## src/rtl/mul_pkg.sv

```systemverilog
// rtl/mul_pkg.sv - shared state type, width constants and operand ordering for the repeated-addition multiplier
package mul_pkg;

  // Operand width used when the instantiating block does not override it.
  localparam int MUL_DEFAULT_WIDTH = 16;

  // Widest operand the ordering helper can handle; narrower operands are zero-extended.
  localparam int MUL_MAX_WIDTH = 64;

  typedef enum logic [1:0] {
    ST_IDLE = 2'd0,
    ST_ADD  = 2'd1,
    ST_DONE = 2'd2
  } mul_state_t;

  typedef struct packed {
    logic [MUL_MAX_WIDTH-1:0] lo;
    logic [MUL_MAX_WIDTH-1:0] hi;
  } mul_pair_t;

  // Orders two unsigned operands so the smaller one can be used as the loop count.
  function automatic mul_pair_t mul_order_pair(input logic [MUL_MAX_WIDTH-1:0] x,
                                               input logic [MUL_MAX_WIDTH-1:0] y);
    mul_pair_t p;
    if (x < y) begin
      p.lo = x;
      p.hi = y;
    end else begin
      p.lo = y;
      p.hi = x;
    end
    return p;
  endfunction

endpackage

```

## src/rtl/mul_repadd_ctrl.sv

```systemverilog
// rtl/mul_repadd_ctrl.sv - IDLE/ADD/DONE sequencer producing load, count-down, accumulate and finish strobes
module mul_repadd_ctrl
  import mul_pkg::*;
(
  input  logic clk,
  input  logic rst,
  input  logic start,
  input  logic cnt_zero,
  output logic load,
  output logic dec,
  output logic acc_en,
  output logic finish,
  output logic busy,
  output logic done
);

  mul_state_t state;
  mul_state_t state_next;

  // State register; reset drops any operation in flight.
  always_ff @(posedge clk or posedge rst) begin
    if (rst) begin
      state <= ST_IDLE;
    end else begin
      state <= state_next;
    end
  end

  // Next-state and strobe decode; start is only looked at in IDLE, so it is never queued.
  always_comb begin
    state_next = state;
    load       = 1'b0;
    dec        = 1'b0;
    acc_en     = 1'b0;
    finish     = 1'b0;
    case (state)
      ST_IDLE: begin
        if (start) begin
          load       = 1'b1;
          state_next = ST_ADD;
        end
      end
      ST_ADD: begin
        if (cnt_zero) begin
          state_next = ST_DONE;
        end else begin
          dec    = 1'b1;
          acc_en = 1'b1;
        end
      end
      ST_DONE: begin
        finish     = 1'b1;
        state_next = ST_IDLE;
      end
      default: begin
        state_next = ST_IDLE;
      end
    endcase
  end

  // Registered status: busy spans accept to completion, done pulses as busy falls.
  always_ff @(posedge clk or posedge rst) begin
    if (rst) begin
      busy <= 1'b0;
      done <= 1'b0;
    end else begin
      done <= finish;
      if (load) begin
        busy <= 1'b1;
      end else if (finish) begin
        busy <= 1'b0;
      end
    end
  end

endmodule

```

## src/rtl/mul_repadd_unit.sv

```systemverilog
// rtl/mul_repadd_unit.sv - repeated-addition multiplier top; MUL_REPADD_SIGNED_EN selects two's-complement operands
module mul_repadd_unit
  import mul_pkg::*;
#(
  parameter int WIDTH    = MUL_DEFAULT_WIDTH,
  parameter int SWAP_MIN = 1
) (
  input  logic                 clk,
  input  logic                 rst,
  input  logic                 start,
  input  logic [WIDTH-1:0]     a_in,
  input  logic [WIDTH-1:0]     b_in,
  output logic                 busy,
  output logic                 done,
  output logic [2*WIDTH-1:0]   product
);

  logic [2*WIDTH-1:0]       acc;
  logic [WIDTH-1:0]         cnt;
  logic [WIDTH-1:0]         addend;

  logic [WIDTH-1:0]         a_op;
  logic [WIDTH-1:0]         b_op;
  logic [WIDTH-1:0]         addend_load;
  logic [WIDTH-1:0]         cnt_load;
  logic [MUL_MAX_WIDTH-1:0] a_ext;
  logic [MUL_MAX_WIDTH-1:0] b_ext;
  mul_pair_t                pair;
  logic [2*WIDTH-1:0]       result;

  logic load;
  logic dec;
  logic acc_en;
  logic finish;
  logic cnt_zero;

  localparam logic [WIDTH-1:0] CNT_STEP = {{(WIDTH-1){1'b0}}, 1'b1};

  assign cnt_zero = (cnt == '0);

`ifdef MUL_REPADD_SIGNED_EN
  logic sign_load;
  logic sign_q;

  // Magnitudes are taken as WIDTH-bit unsigned so the most negative value still fits.
  assign a_op      = a_in[WIDTH-1] ? -a_in : a_in;
  assign b_op      = b_in[WIDTH-1] ? -b_in : b_in;
  assign sign_load = a_in[WIDTH-1] ^ b_in[WIDTH-1];
  assign result    = sign_q ? -acc : acc;

  // Sign of the result is captured with the operands and applied only at completion.
  always_ff @(posedge clk or posedge rst) begin
    if (rst) begin
      sign_q <= 1'b0;
    end else if (load) begin
      sign_q <= sign_load;
    end
  end
`else
  assign a_op   = a_in;
  assign b_op   = b_in;
  assign result = acc;
`endif

  // Choose addend and loop count; with swapping the smaller operand bounds the latency.
  always_comb begin
    a_ext              = '0;
    b_ext              = '0;
    a_ext[WIDTH-1:0]   = a_op;
    b_ext[WIDTH-1:0]   = b_op;
    pair               = mul_order_pair(a_ext, b_ext);
    if (SWAP_MIN != 0) begin
      addend_load = WIDTH'(pair.hi);
      cnt_load    = WIDTH'(pair.lo);
    end else begin
      addend_load = a_op;
      cnt_load    = b_op;
    end
  end

  mul_repadd_ctrl u_ctrl (
    .clk      (clk),
    .rst      (rst),
    .start    (start),
    .cnt_zero (cnt_zero),
    .load     (load),
    .dec      (dec),
    .acc_en   (acc_en),
    .finish   (finish),
    .busy     (busy),
    .done     (done)
  );

  // Datapath: load operands on accept, add once per count, publish on finish.
  always_ff @(posedge clk or posedge rst) begin
    if (rst) begin
      acc     <= '0;
      cnt     <= '0;
      addend  <= '0;
      product <= '0;
    end else begin
      if (load) begin
        addend <= addend_load;
        cnt    <= cnt_load;
        acc    <= '0;
      end else begin
        if (acc_en) begin
          acc <= acc + {{WIDTH{1'b0}}, addend};
        end
        if (dec) begin
          cnt <= cnt - CNT_STEP;
        end
      end
      if (finish) begin
        product <= result;
      end
    end
  end

endmodule
```

## config.mk

```make
export PLATFORM = sky130hd
export DESIGN_NAME = mul_repadd_unit
export DESIGN_NICKNAME = d
export VERILOG_FILES = /design/src/rtl/mul_pkg.sv /design/src/rtl/mul_repadd_ctrl.sv /design/src/rtl/mul_repadd_unit.sv
export SDC_FILE = /design/constraint.sdc
export NUM_CORES = 1
export LEC_CHECK = 0
export ABC_AREA = 1
export CORE_MARGIN = 5
export CORE_UTILIZATION = 31
export CTS_BUF_LIST = sky130_fd_sc_hd__clkbuf_4 sky130_fd_sc_hd__clkbuf_8 sky130_fd_sc_hd__clkbuf_16
export DETAILED_ROUTE_END_ITERATION = 7
export DONT_BUFFER_PORTS = 1
export PLACE_DENSITY = 0.46
export SLEW_MARGIN = 5
export SYNTH_ARGS = -nofsm -noshare
export SYNTH_HDL_FRONTEND = slang
export SYNTH_SLANG_ARGS = --single-unit
```

## constraint.sdc

```tcl
create_clock -name clk -period 4 [get_ports clk]
set_clock_uncertainty 0.15 [all_clocks]
set_input_delay 1 -clock clk [delete_from_list [all_inputs] [get_ports clk]]
set_output_delay 1 -clock clk [all_outputs]
set_load 0.01 [all_outputs]
```

== Yosys cells after proc, flatten, opt, wreduce, memory -nomap -nowiden ==
Index checks and enable logic that the tools add are counted.
Operators by class
  $lt $le $gt $ge: 1
  reductions and logical operators: 5
  add/subtract/negate cells: 2
  mux-type cells: 15
  equality and inequality tests: 4
Operators by type and width (number)
  80-bit two-way mux: 1
  32-bit two-way mux: 2
  32-bit by 16-bit adder with 32-bit output: 1
  16-bit two-way mux: 2
  16-bit logical NOT: 1
  16-bit less-than comparator: 1
  16-bit by 1-bit subtractor with 16-bit output, second input constant: 1
  1-bit two-way mux: 7
  2-bit two-way mux: 2
  2-bit != test, second input constant: 2
  2-bit one-hot mux with 2 select lines: 1
  2-bit nonzero test: 2
  2-bit by 1-bit == test with 1-bit output, second input constant: 1
  2-bit == test, second input constant: 1
  2-bit logical NOT: 1
  2-bit AND reduction: 1
Storage, ports and cells
  input port bits: 35
  register bits: 100
  word-level logic and storage cells: 34

== Logic depth before layout (Yosys ltp) ==
Gate-level depths: netlist (run 1).
  word-level depth: 5
  depth in mapped cells: 16
  gate-level depth less buffers: 15

== Hierarchy ==
A second synthesis (run 1) with hierarchy kept.
Second synthesis, totals
  cell total of the unflattened synthesis: 814
  area, all modules: 6193.4 um^2
By module, submodules not included
  mul_repadd_unit: times used 1, cells an instance 794, area each 6022.0 um^2
  mul_repadd_ctrl: times used 1, cells an instance 20, area each 171.4 um^2

== Least setup slack after synthesis (run 1) ==
OpenSTA, ideal clock, no wires.
  kind: input -> register
  from: input b_in[15]
  to: register addend[10]
  slack: 1.403 ns
  stages: 10
  arrival time: 2.324 ns
  buffers on the path: 2
  data required time: 3.727 ns
  cells stage by stage: inv_1 > ha_1 > a21oi_1 > o21ai_0 > nor2_4 > nand2_2 > buf_6 > clkbuf_1 > o21ai_0 > nand2_1
On the way
  word-level cells in the longest chain between the ends: 2
RTL lines
  start, declared: line mul_repadd_unit.sv:12  | input logic [WIDTH-1:0] b_in,
  16-bit less-than comparator: line mul_pkg.sv:25  | if (x < y) begin
  80-bit two-way mux: line mul_pkg.sv:25
  end signal, assigned: line mul_repadd_unit.sv:103  | addend <= addend_load;
  end, declared: line mul_repadd_unit.sv:20  | logic [WIDTH-1:0] addend;
Every way passes these cells.
A chain may end at the register's enable or synchronous reset.

== Worst setup path in the final report (run 1) ==
  from: input b_in[5]
  to: register addend[12]
The elaborated chain is that of the path after synthesis.

==> metrics, run 1 <==
Synth top area share=0.410; kind of path behind the tightest hold check=register to register; top cells by count, synth=sky130_fd_sc_hd__nand2_1 (211), sky130_fd_sc_hd__dfrtp_1 (100), sky130_fd_sc_hd__inv_1 (99); worst-path maximum fanout=48; number of different library cells in the post-synthesis netlist=35; reported max-cap violation count=0; unrepaired setup endpoints after global routing=no; startpoint of the lowest-slack register-to-register path=cnt[11]; Tmin final=3.05 ns; Design Area, Final=0.00668 mm2; ranking of synthesized cells by area=sky130_fd_sc_hd__dfrtp_1 (41%), sky130_fd_sc_hd__nand2_1 (13%), sky130_fd_sc_hd__ha_1 (6.8%); clock tree buffer depth=2; capturing point of the worst reg2reg path=cnt[4]; CTS tree=done; global routing usage on met2=0.241; critical path launch point type=input pin; CP endpoint kind=register; power per standard cell area=757 mW/mm2; Worst Min Path Start=cnt[15]; Vias/cell=4.76; port bufs=0; sum of negative setup slack=0 ns; Final setup violation count=0; Final Max Tran Viols=0; number of antenna repair diodes=0; pin count of the biggest net entering global routing=60; final worst path period share=0.762; All-Layer GR Usage=0.157; gpl congestion=0.833; worst endpoint required time=4.07 ns; largest vdd supply drop=0.247 mV; most instantiated flip-flop cell in the synthesis netlist=sky130_fd_sc_hd__dfrtp_1; met3 track utilization from global routing=0.0443; XOR/XNOR Fraction of Synth Area=0.0115; total setup buffers inserted after CTS=0; adder-cell area share of the yosys netlist=0.0709; wire length of the first global-routing pass=27900 um; H-tree depth reported by CTS=3; number of hold-repair buffers added at the cts stage=0; ANT nets after route=0; number of buffers inserted during clock tree synthesis=9; multiplexer area fraction after synthesis=0; Die X-Extent=150 um; CTS Root Cell=sky130_fd_sc_hd__clkbuf_16; Synth Net Count=910; layout cell share with drive strength beyond 1=0.0433; final net count=896; post-cts gate resize count=0; Synth Register Bits=100; Data arrival, critical path=3.12 ns; Async SR Flop Fraction=1.00; vias in the first global route=5112; sum of overflow across all layers after global routing=0; Synth Area per Inst=7.26 um2; main combinational cell family by area after synthesis=simple AND/OR/NAND/NOR gates; minimum setup slack among reg-to-reg paths=1.47 ns; slew of the pin with the lowest slew margin=0.951 ns; run status=complete, no violations; fraction of met1 tracks used by global routing=0.219; residual DRC count=0; die boundary height=150 um; simple-gate portion of the synthesized area=0.263; area added between synthesis and finish=9.30%; number of core rows=51; clock transition at the register clock pins on the worst setup and hold paths after CTS=0.07 ns; count of final hold-check violations=0; critical path class=input pin to register; leakage component of the power=3.31 nW; total die area=0.0226 mm2; starting utilization of the core area=0.315; worst-case headroom to the max-slew limit=0.364; cell with the most instances after synthesis=sky130_fd_sc_hd__nand2_1; FF-to-FF path depth=11; detailed router's first-iteration violation count=256; largest area contributor in the netlist=sky130_fd_sc_hd__dfrtp_1; Detail Placement HPWL=12300 um; number of warnings reported in the yosys synthesis log=0; Fmax achieved=328 MHz; insertion delay of the later-clocked pin in the worst-skew pair=0.35 ns; total wire length after detailed routing=16800 um; Placed Area=0.00634 mm2; Post-Synthesis Cells=841; Min-Delay Path Depth=2; total iterations of the first detailed-routing run=4; crit path cell chain=inv_1, ha_1, a21oi_1, nor2_1, nor3_1, nand2_1, nand2_2, nand2_2, o21ai_0, nand2_1; number of enable-type register cells in the synthesized netlist=0; number of antenna violations at the first check in global routing=0; routed vias=5223; placed insts=1081; Max stage delay on crit path=0.52 ns; Synth Area in Compound Gates=0.155; IO Pins=69; layer with the highest usage=met2; register area share after synthesis=0.410; total number of clock tree sinks=100; core area=0.0194 mm2; non-filler cells in the finished layout=1097; wire length per cell after detailed routing=15.4 um; Worst Hold End=cnt[15]; netlist area before placement=0.00611 mm2; slowest stage cell, crit path=sky130_fd_sc_hd__nand2_2
-- power by group --
part           internal (mW)  switching, mW
Sequential              1.37          0.372
Combinational          0.782           1.51
Clock                  0.578          0.430
-- stage by stage --
step | utilization | hold WS (ns) | total power, mW | worst slack [ns]
6_report | 0.344 | 0.339 | 5.05 | 0.952
5_1_grt | 0.344 | 0.381 | 5.58 | 0.555
4_1_cts | 0.344 | 0.339 | 5.14 | 0.980
3_5_place_dp | 0.327 | 0.320 | 4.09 | 0.609
3_3_place_gp | 0.327 | 0.322 | 4.08 | 0.647
2_1_floorplan | - | 0.299 | 3.49 | 0.231
-- placed cells by master, fill, tap and decap left out, types with 14 or more instances in the layout --
| master | count |
|---|---|
| sky130_fd_sc_hd__dfrtp_1 | 100 |
| sky130_fd_sc_hd__ha_1 | 33 |
| sky130_fd_sc_hd__inv_1 | 98 |
| sky130_fd_sc_hd__nand3_1 | 56 |
| sky130_fd_sc_hd__nand2_1 | 209 |
| sky130_fd_sc_hd__o21ai_0 | 78 |
| sky130_fd_sc_hd__nand4_1 | 14 |
| sky130_fd_sc_hd__nor2_1 | 82 |
| sky130_fd_sc_hd__a21oi_1 | 80 |
-- area by class of cell --
type / count / area [um2]
inverter: 103 / 389
sequential: 100 / 2500
fill: 2119 / 12700
clock inverter: 6 / 97.6
tap: 265 / 332
multi-input combinational: 608 / 3070
clock buffer: 10 / 239
timing repair buffer: 5 / 50.0
-- worst max-delay path, delay by kind of cell --
kind / cells / cell delay, ns
adders and majority gates: 1 / 0.28
buffers and inverters: 1 / 0.03
AOI/OAI and AO/OA: 2 / 0.65
and+or+nand+nor: 6 / 1.16
-- routing by layer --
| metal | part of all wire | up-vias |
|---|---|---|
| met5 | 0 | - |
| met4 | 0.014 | 0 |
| met3 | 0.055 | 15 |
| met2 | 0.44 | 82 |
| met1 | 0.49 | 2386 |
| li1 | - | 2740 |
-- cells by family after synthesis --
family,count (synthesis)
and+or+nand+nor,384
AOI/OAI and AO/OA,182
buffers and inverters,133
DFF,100
adders and majority gates,34
xor gates and xnor gates,8
-- how the worst max path moves through the flow --
stage / start / to / slack [ns] / cells past startpoint
after CTS: b_in[5] / addend[13] / 0.98 / 10
after detailed placement: b_in[3] / addend[13] / 0.61 / 10
after global routing: b_in[5] / addend[13] / 0.55 / 10
after global placement: b_in[3] / addend[13] / 0.65 / 10
final: b_in[5] / addend[12] / 0.95 / 10
after floorplan: rst / acc[0] / 0.23 / 1
-- state kept, by name (all words and copies together), names as in the netlist --
name	flops
u_ctrl.state	2
product	32
addend	16
acc	32
u_ctrl.done	1
cnt	16
u_ctrl.busy	1
(Power assumes the default switching activity.)
==> run 2: changes to the inputs <==
PLACE_DENSITY = 0.47   (was 0.46)
clock period = 2.45 ns   (was 4 ns; I/O delays follow)
==> run 2 against run 1 <==
Against the previous run:
- sequential share of layout area decreased by 0.66 points
- die area unchanged
- non-clock buffer count increased by 17
- total power increased by 63%
- cell area increased by 1.8%
- first-iteration DRC count increased by 19%
- largest cell class unchanged
- highest routed layer unchanged
==> metrics, run 2 (synthesis results as in run 1) <==
run status=complete, no violations; area added between synthesis and finish=11.3%; most common library cell in the layout ignoring fill and taps=sky130_fd_sc_hd__nand2_1; pin count of the biggest net entering global routing=99; final-layout worst hold slack=0.246 ns; placed insts=1097; dominant delay contributor by cell family on the critical path=simple AND/OR/NAND/NOR gates; final net count=913; kind of path behind the tightest hold check=input pin to register; total iterations of the first detailed-routing run=5; residual DRC count=0; port bufs=0; total die area=0.0226 mm2; number of antenna repair diodes=0; sum of buffers and inverters on the critical path=0; area occupied by multi-input gates=0.00307 mm2; Max stage delay on crit path=0.43 ns; Tmin final=2.21 ns; total number of clock tree sinks=100; sum of negative setup slack=0 ns; reported max-cap violation count=0; insertion delay of the later-clocked pin in the worst-skew pair=0.36 ns; starting utilization of the core area=0.315; slowest stage cell, crit path=sky130_fd_sc_hd__dfrtp_1; non-filler cells in the finished layout=1114; power per standard cell area=1210 mW/mm2; number of buffers inserted during clock tree synthesis=9; Data arrival, critical path=2.32 ns; detailed router's first-iteration violation count=304; Vias/cell=4.73; critical path launch point type=register; count of final hold-check violations=0; gpl congestion=0.867; unrepaired setup endpoints after global routing=no; leakage component of the power=3.37 nW; Final Max Tran Viols=0; Setup WS post-layout=0.238 ns; critical path class=register to register; IO Pins=69; number of core rows=51; H-tree depth reported by CTS=3; Pwr Total=8.22 mW; Die X-Extent=150 um; slew of the pin with the lowest slew margin=0.627 ns; crit path cell chain=ha_1, nand2_1, nor2_1, nand3_1, nand3_1, nand2_1, nand2_1, nand3_1, o21ai_0, nor2_1; All-Layer GR Usage=0.156; largest vdd supply drop=0.476 mV; CTS Root Cell=sky130_fd_sc_hd__clkbuf_16; final worst path period share=0.903; sum of overflow across all layers after global routing=0; Filler Cell Count=2130; register cell area after layout=0.00250 mm2; vias in the first global route=5163; layout cell share with drive strength beyond 1=0.0636; CP endpoint kind=register; routed vias=5264; commonest cells after routing, fill and taps aside=sky130_fd_sc_hd__nand2_1 (209), sky130_fd_sc_hd__dfrtp_1 (100), sky130_fd_sc_hd__inv_1 (98), sky130_fd_sc_hd__nor2_1 (82), sky130_fd_sc_hd__a21oi_1 (80); Detail Placement HPWL=12700 um; core area=0.0194 mm2; clock transition at the register clock pins on the worst setup and hold paths after CTS=0.08 ns; worst-path maximum fanout=6; clock tree buffer depth=2; total wire length after detailed routing=16800 um; CTS tree=done; Fmax achieved=452 MHz; number of antenna violations at the first check in global routing=0; wire length per cell after detailed routing=15.0 um; ANT nets after route=0; worst-case headroom to the max-slew limit=0.581; Top Registers=acc (32), product (32); die boundary height=150 um; wire length of the first global-routing pass=27600 um; worst endpoint required time=2.56 ns; worst setup slack before clock tree synthesis=0.125 ns; Final setup violation count=0
-- run 2: changes by cell type in the layout (fill, tap and decap cells not counted), moves of 2 or more --
cell                         previous run  this run
sky130_fd_sc_hd__inv_6                  3         0
sky130_fd_sc_hd__clkinv_4               0         2
sky130_fd_sc_hd__bufinv_16              2         0
sky130_fd_sc_hd__buf_4                  4        19
sky130_fd_sc_hd__clkinvlp_4             0         2
sky130_fd_sc_hd__clkinv_8               0         2
-- run 2: through the flow --
stage	cell area, um2	utilization
2_1_floorplan	6110	-
3_3_place_gp	6470	0.334
3_5_place_dp	6470	0.334
4_1_cts	6790	0.350
5_1_grt	6800	0.350
6_report	6800	0.350
-- run 2: path summary, 6_finish.rpt --
path | start | to | slack (ns) | cells after the start
worst min-delay path | b_in[7] | addend[7] | 0.25 | 2
max in group asynchronous | rst | cnt[0] | 0.96 | 3
worst max register to register | addend[9] | acc[30] | 0.24 | 10
worst min register to register | cnt[15] | cnt[15] | 0.34 | 2
worst max-delay path | addend[9] | acc[30] | 0.24 | 10
min in group asynchronous | rst | product[8] | 0.45 | 2
-- run 2: timing repair --
item                                   4_1_cts  5_1_grt
hold buffers                                 1        0
buffers inserted                             0        0
setup endpoints to repair                    0        4
endpoints found under the hold margin        2        0
resized for setup                            0        3
-- run 2: area by class of cell --
class	count	area share
clock buffers	9	0.0331
clock inverters	7	0.0118
inverters	103	0.0574
multi-input cells	608	0.452
flip-flops and latches	100	0.368
well taps	265	0.0488
repair buffers	22	0.0284
-- run 2: power breakdown --
group	internal, mW	total (mW)	leakage [nW]	switching (mW)
combinational	1.39	3.90	1.95	2.51
sequential	2.24	2.86	1.28	0.621
clock	0.725	1.46	0.145	0.736
total	4.36	8.22	3.37	3.86
-- run 2: per-layer routing --
layer  part of all wire  wire (um)  global-route usage
met5                  0          0                   0
met4              0.012        197              0.0421
met1               0.49       8240               0.217
met3              0.052        866              0.0397
met2               0.44       7460               0.240
-- run 2: worst register-to-register path: cells and delay by family (launching register included) --
family / cells / cell delay (ns)
fa+ha+maj: 1 / 0.41
compound gates: 1 / 0.15
simple gates: 8 / 0.98
flops: 1 / 0.43
==> run 3: changes to the inputs <==
CORE_UTILIZATION = 45   (was 31)
PLACE_DENSITY = 0.63   (was 0.47)
==> run 3 against run 2 <==
Against the previous run:
- largest cell class unchanged
- sequential share of layout area up 0.79 points
- via count up 1.7%
- setup slack worse by 0.070 ns
- clock power up 11%
- register-to-register slack worse by 0.07 ns
- critical endpoint is now acc[31]
==> metrics, run 3 (synthesis results as in run 1) <==
run status=complete, no violations; worst-path maximum fanout=12; CP endpoint kind=register; routed vias=5355; layout cell share with drive strength beyond 1=0.0536; power per standard cell area=1240 mW/mm2; number of hold-repair buffers added at the cts stage=0; core area=0.0133 mm2; total wire length after detailed routing=15500 um; Fmax achieved=438 MHz; area added between synthesis and finish=8.93%; number of antenna violations at the first check in global routing=0; Die X-Extent=126 um; critical path launch point type=register; wire length of the first global-routing pass=25800 um; most common library cell in the layout ignoring fill and taps=sky130_fd_sc_hd__nand2_1; total number of clock tree sinks=100; non-filler cells in the finished layout=1015; slew of the pin with the lowest slew margin=0.636 ns; critical path class=register to register; port bufs=0; Tmin final=2.28 ns; total die area=0.0160 mm2; IO Pins=69; number of core rows=42; sum of overflow across all layers after global routing=0; commonest cells after routing, fill and taps aside=sky130_fd_sc_hd__nand2_1 (209), sky130_fd_sc_hd__dfrtp_1 (100), sky130_fd_sc_hd__inv_1 (98), sky130_fd_sc_hd__nor2_1 (82), sky130_fd_sc_hd__a21oi_1 (80); CTS tree=done; total iterations of the first detailed-routing run=5; kind of path behind the tightest hold check=input pin to asynchronous set/reset pin; Detail Placement HPWL=11400 um; die boundary height=126 um; largest vdd supply drop=0.454 mV; unrepaired setup endpoints after global routing=no; final-layout worst hold slack=0.126 ns; capturing point of the worst reg2reg path=acc[31]; leakage component of the power=3.35 nW; Filler Cell Count=1312; final net count=903; clock tree buffer depth=2; Vias/cell=5.28; count of final hold-check violations=0; gpl congestion=0.954; Final Max Tran Viols=0; insertion delay of the later-clocked pin in the worst-skew pair=0.35 ns; detailed router's first-iteration violation count=374; final worst path period share=0.931; CTS Root Cell=sky130_fd_sc_hd__clkbuf_16; H-tree depth reported by CTS=3; internal power=4.52 mW; net switching power=3.72 mW; clock network fraction of design power=0.197; All-Layer GR Usage=0.198; number of antenna repair diodes=0; reported max-cap violation count=0; Top Registers=acc (32), product (32); Data arrival, critical path=2.42 ns; part of the total power dissipated in sequential elements=0.344; Switching Fraction=0.451; number of buffers inserted during clock tree synthesis=9; vias in the first global route=5286; pin count of the biggest net entering global routing=101; Final setup violation count=0; minimum setup slack among reg-to-reg paths=0.17 ns; starting utilization of the core area=0.459; ANT nets after route=0; worst endpoint required time=2.59 ns; Comb power frac=0.459; worst-case headroom to the max-slew limit=0.576; startpoint of the lowest-slack register-to-register path=acc[13]; FF-to-FF path depth=10; residual DRC count=0; wire length per cell after detailed routing=15.3 um; placed insts=999; clock transition at the register clock pins on the worst setup and hold paths after CTS=0.07 ns
## run 3: layout make-up
cell class	count	area, um2	area share
Sequential cell	100	2500	0.376
Clock inverter	6	100	0.0150
Multi-Input combinational cell	608	3070	0.462
Clock buffer	10	239	0.0359
Inverter	103	390	0.0587
Timing Repair Buffer	12	128	0.0192
Tap cell	176	220	0.0331
## run 3: metal layers
layer | global-route usage | part of all wire | vias to the layer above
met1 | 0.257 | 0.44 | 2437
met3 | 0.0513 | 0.082 | 18
met5 | 0 | 0 | -
li1 | - | - | 2746
met4 | 0.0757 | 0.019 | 0
met2 | 0.318 | 0.45 | 154
## run 3: worst max-delay path, stage by stage, from the launching register on
cell                      delay, ns
sky130_fd_sc_hd__dfrtp_1       0.42
sky130_fd_sc_hd__ha_1          0.39
sky130_fd_sc_hd__nand2_1       0.13
sky130_fd_sc_hd__o21ai_0       0.34
sky130_fd_sc_hd__a21oi_1       0.14
sky130_fd_sc_hd__nand3_1       0.15
sky130_fd_sc_hd__buf_4         0.19
sky130_fd_sc_hd__nand3_1       0.10
sky130_fd_sc_hd__nand2_1       0.07
sky130_fd_sc_hd__inv_1         0.03
sky130_fd_sc_hd__nor2_1        0.10
## run 3: through the flow
step	power, mW	area (um2)	setup TNS, ns	utilization	setup WS [ns]
after CTS	8.28	6650	0	0.500	0.183
after floorplan	5.70	6110	0	-	0.240
final	8.23	6650	0	0.500	0.168
after global placement	6.51	6310	-0.0214	0.474	-0.0214
after detailed placement	6.62	6310	-0.0356	0.474	-0.0356
after global routing	9.03	6650	0	0.500	0.0138
## run 3: power groups by stage
stage / clock network, mW / registers [mW] / logic (mW)
finish: 1.62 / 2.83 / 3.78
global route: 1.73 / 2.91 / 4.39
CTS: 1.67 / 2.83 / 3.78
detailed placement: 0 / 2.86 / 3.75
global placement: 0 / 2.85 / 3.66
floorplan: 0 / 2.65 / 3.04
## run 3: worst max path at each step
stage / end / slack, ns / cells past startpoint / from
3_5_place_dp: cnt[4] / -0.04 / 11 / b_in[5]
3_3_place_gp: cnt[4] / -0.02 / 11 / b_in[5]
2_1_floorplan: addend[10] / 0.24 / 10 / b_in[15]
4_1_cts: acc[31] / 0.18 / 12 / acc[13]
5_1_grt: cnt[1] / 0.01 / 11 / cnt[12]
6_report: acc[31] / 0.17 / 10 / acc[13]
## run 3: what timing repair did
| action | 4_1_cts | 5_1_grt |
|---|---|---|
| buffers inserted | 0 | 0 |
| resized for setup | 0 | 4 |
| setup endpoints to repair | 0 | 2 |
